## src/rtl/conv_frame_ctrl_if.sv

```systemverilog
// Port bundle for conv_frame_ctrl: source pixel stream, datapath drive/return,
// tagged results and frame status.
interface conv_frame_ctrl_if #(
   parameter int WORD_SIZE = 8,
   parameter int ROW_SIZE  = 540,
   parameter int NUM_ROWS  = 540
);
   localparam int RW = $clog2(NUM_ROWS);
   localparam int CW = $clog2(ROW_SIZE);

   // A pixel moves on a rising edge where in_valid && in_ready; the source holds
   // in_pixel while in_valid waits, and in_ready is high for the whole RUN state.
   logic                 start;
   logic [WORD_SIZE-1:0] in_pixel;
   logic                 in_valid;
   logic                 in_ready;
   logic [WORD_SIZE-1:0] conv_pixel;
   logic                 conv_en;
   logic [WORD_SIZE-1:0] conv_result;
   logic [WORD_SIZE-1:0] out_pixel;
   logic                 out_valid;
   logic [RW-1:0]        out_row;
   logic [CW-1:0]        out_col;
   logic                 busy;
   logic                 done;
   logic [1:0]           state;

   // master: source and datapath side; slave: the frame controller.
   modport master (
      output start, in_pixel, in_valid, conv_result,
      input  in_ready, conv_pixel, conv_en, out_pixel, out_valid, out_row, out_col,
             busy, done, state
   );
   modport slave (
      input  start, in_pixel, in_valid, conv_result,
      output in_ready, conv_pixel, conv_en, out_pixel, out_valid, out_row, out_col,
             busy, done, state
   );
endinterface

```

## src/rtl/conv_frame_ctrl.sv

```systemverilog
// Frame sequencer for a 3x3 streaming convolution: gates the datapath, flushes
// the line buffer at frame end and tags each retired centre as interior or border.
module conv_frame_ctrl #(
   parameter int WORD_SIZE = 8,
   parameter int ROW_SIZE  = 540,
   parameter int NUM_ROWS  = 540,
   parameter int PIPE_LAT  = 3,
   parameter int LAG       = ROW_SIZE + PIPE_LAT + 2
) (
   input logic              clk,
   input logic              rst_n,
   conv_frame_ctrl_if.slave bus
);
   localparam int RW    = $clog2(NUM_ROWS);
   localparam int CW    = $clog2(ROW_SIZE);
   localparam int NPIX  = ROW_SIZE * NUM_ROWS;
   localparam int TOTAL = NPIX + LAG;
   localparam int NW    = $clog2(TOTAL + 1);
   localparam int AW    = $clog2(LAG + 1);

   localparam logic [NW-1:0] LAST_PIX   = NW'(NPIX - 1);
   localparam logic [NW-1:0] LAST_EN    = NW'(TOTAL - 1);
   localparam logic [AW-1:0] LAG_V      = AW'(LAG);
   localparam logic [CW-1:0] COL_MAX    = CW'(ROW_SIZE - 1);
   localparam logic [CW-1:0] COL_IN_MAX = CW'(ROW_SIZE - 2);
   localparam logic [RW-1:0] ROW_MAX    = RW'(NUM_ROWS - 1);
   localparam logic [RW-1:0] ROW_IN_MAX = RW'(NUM_ROWS - 2);

   typedef enum logic [1:0] {IDLE = 2'd0, RUN = 2'd1, FLUSH = 2'd2, DONE = 2'd3} state_t;

   state_t               state;
   logic [NW-1:0]        in_cnt;      // counts accepted pixels, then flush cycles
   logic [AW-1:0]        adv_cnt;
   logic [RW-1:0]        pos_row;
   logic [CW-1:0]        pos_col;
   logic                 in_ready_r, flush_en, adv_d, ret_d, busy_r, done_r, out_valid_r;
   logic [WORD_SIZE-1:0] out_pixel_r;
   logic [RW-1:0]        out_row_r;
   logic [CW-1:0]        out_col_r;
   logic                 xfer, conv_en;

   assign xfer    = bus.in_valid & in_ready_r;
   assign conv_en = xfer | flush_en;

   assign bus.in_ready   = in_ready_r;
   assign bus.conv_en    = conv_en;
   assign bus.conv_pixel = in_ready_r ? bus.in_pixel : '0;
   assign bus.out_pixel  = out_pixel_r;
   assign bus.out_valid  = out_valid_r;
   assign bus.out_row    = out_row_r;
   assign bus.out_col    = out_col_r;
   assign bus.busy       = busy_r;
   assign bus.done       = done_r;
   assign bus.state      = state;

   always_ff @(posedge clk or negedge rst_n) begin
      if (!rst_n) begin
         state       <= IDLE;
         in_cnt      <= '0;
         adv_cnt     <= '0;
         pos_row     <= '0;
         pos_col     <= '0;
         in_ready_r  <= 1'b0;
         flush_en    <= 1'b0;
         adv_d       <= 1'b0;
         ret_d       <= 1'b0;
         busy_r      <= 1'b0;
         done_r      <= 1'b0;
         out_valid_r <= 1'b0;
         out_pixel_r <= '0;
         out_row_r   <= '0;
         out_col_r   <= '0;
      end else begin
         // conv_result reflects the previous advance, so capture one edge later.
         adv_d       <= conv_en;
         ret_d       <= conv_en && (adv_cnt == LAG_V);
         done_r      <= 1'b0;
         out_valid_r <= 1'b0;
         if (conv_en && (adv_cnt != LAG_V)) adv_cnt <= adv_cnt + 1'b1;

         if (adv_d && ret_d) begin
            out_pixel_r <= bus.conv_result;
            out_valid_r <= (pos_row != '0) && (pos_row <= ROW_IN_MAX) &&
                           (pos_col != '0) && (pos_col <= COL_IN_MAX);
            out_row_r   <= pos_row;
            out_col_r   <= pos_col;
            if (pos_col == COL_MAX) begin
               pos_col <= '0;
               pos_row <= (pos_row == ROW_MAX) ? '0 : pos_row + 1'b1;
            end else begin
               pos_col <= pos_col + 1'b1;
            end
         end

         case (state)
            IDLE: if (bus.start) begin
               state      <= RUN;
               in_ready_r <= 1'b1;
               busy_r     <= 1'b1;
               in_cnt     <= '0;
               adv_cnt    <= '0;
               pos_row    <= '0;
               pos_col    <= '0;
               out_row_r  <= '0;
               out_col_r  <= '0;
            end
            RUN: if (xfer) begin
               in_cnt <= in_cnt + 1'b1;
               if (in_cnt == LAST_PIX) begin
                  state      <= FLUSH;
                  in_ready_r <= 1'b0;
                  flush_en   <= 1'b1;
               end
            end
            FLUSH: begin
               in_cnt <= in_cnt + 1'b1;
               if (in_cnt == LAST_EN) begin
                  state    <= DONE;
                  flush_en <= 1'b0;
                  done_r   <= 1'b1;
               end
            end
            DONE: begin
               state  <= IDLE;
               busy_r <= 1'b0;
            end
            default: state <= IDLE;
         endcase
      end
   end
endmodule

```

## src/flat_wrapper.sv

```systemverilog
// flat-port wrapper written by rule: the top's interface ports become plain ports
module conv_frame_ctrl_flat 
#(
   parameter int WORD_SIZE = 8,
   parameter int ROW_SIZE  = 540,
   parameter int NUM_ROWS  = 540,
   parameter int PIPE_LAT  = 3,
   parameter int LAG       = ROW_SIZE + PIPE_LAT + 2
)
  (clk, rst_n, bus_start, bus_in_pixel, bus_in_valid, bus_conv_result, bus_in_ready, bus_conv_pixel, bus_conv_en, bus_out_pixel, bus_out_valid, bus_out_row, bus_out_col, bus_busy, bus_done, bus_state);
  conv_frame_ctrl_if #(.WORD_SIZE(WORD_SIZE), .ROW_SIZE(ROW_SIZE), .NUM_ROWS(NUM_ROWS)) bus_i ();
  input logic clk;
  input logic rst_n;
  input wire logic [$bits(bus_i.start)-1:0] bus_start;
  input wire logic [$bits(bus_i.in_pixel)-1:0] bus_in_pixel;
  input wire logic [$bits(bus_i.in_valid)-1:0] bus_in_valid;
  input wire logic [$bits(bus_i.conv_result)-1:0] bus_conv_result;
  output wire logic [$bits(bus_i.in_ready)-1:0] bus_in_ready;
  output wire logic [$bits(bus_i.conv_pixel)-1:0] bus_conv_pixel;
  output wire logic [$bits(bus_i.conv_en)-1:0] bus_conv_en;
  output wire logic [$bits(bus_i.out_pixel)-1:0] bus_out_pixel;
  output wire logic [$bits(bus_i.out_valid)-1:0] bus_out_valid;
  output wire logic [$bits(bus_i.out_row)-1:0] bus_out_row;
  output wire logic [$bits(bus_i.out_col)-1:0] bus_out_col;
  output wire logic [$bits(bus_i.busy)-1:0] bus_busy;
  output wire logic [$bits(bus_i.done)-1:0] bus_done;
  output wire logic [$bits(bus_i.state)-1:0] bus_state;
  assign bus_i.start = bus_start;
  assign bus_i.in_pixel = bus_in_pixel;
  assign bus_i.in_valid = bus_in_valid;
  assign bus_i.conv_result = bus_conv_result;
  assign bus_in_ready = bus_i.in_ready;
  assign bus_conv_pixel = bus_i.conv_pixel;
  assign bus_conv_en = bus_i.conv_en;
  assign bus_out_pixel = bus_i.out_pixel;
  assign bus_out_valid = bus_i.out_valid;
  assign bus_out_row = bus_i.out_row;
  assign bus_out_col = bus_i.out_col;
  assign bus_busy = bus_i.busy;
  assign bus_done = bus_i.done;
  assign bus_state = bus_i.state;
  conv_frame_ctrl #(.WORD_SIZE(WORD_SIZE), .ROW_SIZE(ROW_SIZE), .NUM_ROWS(NUM_ROWS), .PIPE_LAT(PIPE_LAT), .LAG(LAG)) u_core (.clk(clk), .rst_n(rst_n), .bus(bus_i));
endmodule
```

## config.mk

```make
export PLATFORM = sky130hd
export DESIGN_NAME = conv_frame_ctrl_flat
export DESIGN_NICKNAME = d
export VERILOG_FILES = /design/src/rtl/conv_frame_ctrl_if.sv /design/src/rtl/conv_frame_ctrl.sv /design/src/flat_wrapper.sv
export SDC_FILE = /design/constraint.sdc
export NUM_CORES = 1
export LEC_CHECK = 0
export ABC_AREA = 1
export CELL_PAD_IN_SITES_DETAIL_PLACEMENT = 0
export CELL_PAD_IN_SITES_GLOBAL_PLACEMENT = 1
export CORE_ASPECT_RATIO = 2
export CORE_MARGIN = 1
export CORE_UTILIZATION = 44
export DETAILED_ROUTE_END_ITERATION = 12
export GPL_ROUTABILITY_DRIVEN = 0
export HOLD_SLACK_MARGIN = 0.12
export PLACE_DENSITY = 0.89
export SLEW_MARGIN = 20
export SYNTH_ARGS = -nofsm -noshare
export SYNTH_HDL_FRONTEND = slang
export SYNTH_SLANG_ARGS = --single-unit
```

## constraint.sdc

```tcl
create_clock -name clk -period 4.4 [get_ports clk]
set_clock_uncertainty 0.2 [all_clocks]
set_input_delay 0.66 -clock clk [delete_from_list [all_inputs] [get_ports clk]]
set_output_delay 0.66 -clock clk [all_outputs]
set_load 0.005 [all_outputs]
```

==> flow_metrics.py <==
metrics = {
    "status": {
        "outcome": "complete, no violations",
    },
    "clock_tree": {
        "cts_setup_buffers": 0,
        "cts-resized-gates": 0,
        "cts_buffer_depth": 2,
        "cts_tree": "yes",
        "cts.sinks": 86,
        "root_buffer": "clkbuf_16",
        "htree_levels": 3,
        "clkSlewWorstSetupHoldPaths_ps": 60,
        "ctsHoldBuffers": 0,
        "clock_latency_ps": 340,
        "cts_made_buffers": 9,
    },
    "sta": {
        "tightest_slew_ps": 882,
        "fin_crit_sh": 0.624,
        "max_freq_mhz": 364,
        "fin_tns_setup_ps": 0,
        "timing.hold.ws_ps": 196,
        "relSlewSlack": 0.410,
        "min_period_ps": 2740,
        "setup_violations": 0,
        "finalHoldViolations": 0,
        "grt_setup_unrepaired": "no",
        "maxSlewViolCount": 0,
    },
    "placement": {
        "io_buffers": 62,
        "placedCellCount": 860,
        "dp_hpwl_um": 9860,
    },
    "critical_path": {
        "cp.required_ps": 3540,
        "cp_data_arrival_time_ps": 1880,
        "path_cells": "clkdlybuf4s50_1 -> nand2_2 -> nand2_1 -> clkdlybuf4s50_1",
        "worst-path-buf-inv": 2,
        "criticalPathCategory": "in2out",
        "endpoint_kind": "output pin",
        "cpMaxStageDelayCell": "clkdlybuf4s50_1",
        "cp_common_cell": "clkdlybuf4s50_1",
        "path_depth": 4,
        "cp-start-kind": "input port",
        "cpLargestDelayFamily": "buffers and inverters",
        "r2r_cells": 8,
        "cp_max_fo": 4,
        "ff2ff_setup_slack_ps": 1700,
        "cp_slowest_stage_delay_ps": 520,
    },
    "floorplan": {
        "fp.dieH_um": 152,
        "io_pins": 63,
        "die_x_um": 77.0,
        "core-area_um2": 10900,
        "placement_rows": 54,
        "start_util": 0.453,
        "die_area_um2": 11700,
    },
    "synthesis": {
        "synth_seq_cells": 86,
        "ys_types": 41,
        "async_flop_share": 1.00,
        "synth_nets": 705,
        "ys_warn_count": 0,
        "avgSynthCellArea_um2": 7.38,
        "ys_seq_area_frac": 0.434,
        "synth_area_um2": 4950,
        "syn_inst": 671,
        "synth_ff_type": "dfrtp_1",
        "synth_edf_count": 0,
    },
    "power": {
        "irDropWorstVdd_mv": 0.237,
        "power_density_nw_per_um2": 409,
        "p_leak_nw": 2.95,
        "finalPower_mw": 2.44,
    },
    "global_route": {
        "grt_pass1_wl_um": 21500,
        "grt_pass1_vias": 4472,
        "grt_usage": 0.236,
        "grt_start_max_net_pins": 63,
        "gr-total-overflow": 0,
        "antenna_found_initial": 0,
    },
    "drt": {
        "ant_nets": 0,
        "vias": 4548,
        "firstDrtPassIters": 4,
        "vias_per_cell": 5.20,
        "wl_per_cell_um": 14.8,
        "routed_wl_um": 12900,
        "route.detailed.drc": 0,
        "drt_iter0_markers": 284,
    },
    "cells_and_area": {
        "instances_no_fill": 875,
        "multi_input_area_um2": 2350,
        "layout_common_cells": "nand2_1, dfrtp_1, inv_1, nor2_1, clkdlybuf4s50_1",
        "drive_gt1_frac": 0.0803,
        "n_antenna_cell": 0,
        "seq_area_um2": 2150,
        "n_fill_cell": 1091,
        "finalNetCount": 765,
        "syn_to_final_growth_pct": 20.5,
        "layout_commonest_cell": "nand2_1",
    },
    "run": {
        "drv_cap": 0,
    },
    "worst_hold_path": {
        "hold_class": "in2async",
    },
}
-- sequential cells by signal (all words and copies together) (netlist names), 2 cells and up --
register	cells
u_core.adv_cnt	10
u_core.bus.out_col	10
u_core.bus.out_pixel	8
u_core.bus.out_row	10
u_core.bus.state	2
u_core.in_cnt	19
u_core.pos_col	10
u_core.pos_row	10
-- final cells by class --
class | count | share of cell area
multi-input cells | 473 | 0.394
clock buffers | 10 | 0.0400
flip-flops and latches | 86 | 0.360
well taps | 140 | 0.0293
clock inverters | 5 | 0.00838
inverters | 97 | 0.0614
repair buffers | 64 | 0.106
-- synth_stat cells, drive strengths merged (2+ instances only) --
library cell  number  area share
inv               95       0.072
xor2               2      0.0035
nor3b              2      0.0030
clkbuf             8      0.0063
nor3              14       0.017
a21oi             45       0.045
nand2            186        0.15
nand3             45       0.047
o21ai             39       0.040
a22oi              3      0.0045
clkinv             2      0.0015
dfrtp             86        0.43
buf                7       0.010
xnor2              2      0.0035
ha                14       0.035
nor2              93       0.087
nand4             19       0.025
-- report_power, final --
part	leakage [nW]	total (mW)	switching [mW]	internal (mW)
clock	0.148	0.750	0.302	0.448
sequential	1.16	0.930	0.0764	0.854
combinational	1.64	0.761	0.495	0.266
-- layer usage --
layer  share of wire  global-route usage  wire length, um  vias up
li1                -                   -                -     2253
met5               0                   0                0        -
met4           0.040               0.120              514        0
met1            0.36               0.239             4700     2173
met3           0.024              0.0366              316       29
met2            0.57               0.453             7400       93
-- metrics by stage --
stage,setup WS [ps],instance area (um2),utilization
after floorplan,2610,4950,-
after global placement,1610,5680,0.519
after detailed placement,1540,5680,0.519
after CTS,1660,5970,0.545
after global routing,1480,5970,0.545
final,1660,5970,0.545
-- cell families (layout without fill, tap and decap cells) --
family / Yosys count / after routing / share of synthesized area
xor+xnor: 4 / 4 / 0.00707
simple gates: 363 / 363 / 0.335
flops: 86 / 86 / 0.434
compound gates: 92 / 92 / 0.0977
buf+inv: 112 / 176 / 0.0904
fa+ha+maj: 14 / 14 / 0.0354
-- path summary, 6_finish.rpt --
| kind | endpoint | from |
|---|---|---|
| max in group asynchronous | u_core.bus.done | rst_n |
| min reg2reg | u_core.bus.out_pixel[4] | u_core.bus.out_pixel[4] |
| min | u_core.pos_row[9] | rst_n |
| max reg2reg | u_core.in_cnt[3] | u_core.bus.state[0] |
| max | bus_conv_en | bus_in_valid |
| min in group clk | u_core.bus.out_pixel[4] | u_core.bus.out_pixel[4] |
Power figures use the tool's default switching activity.
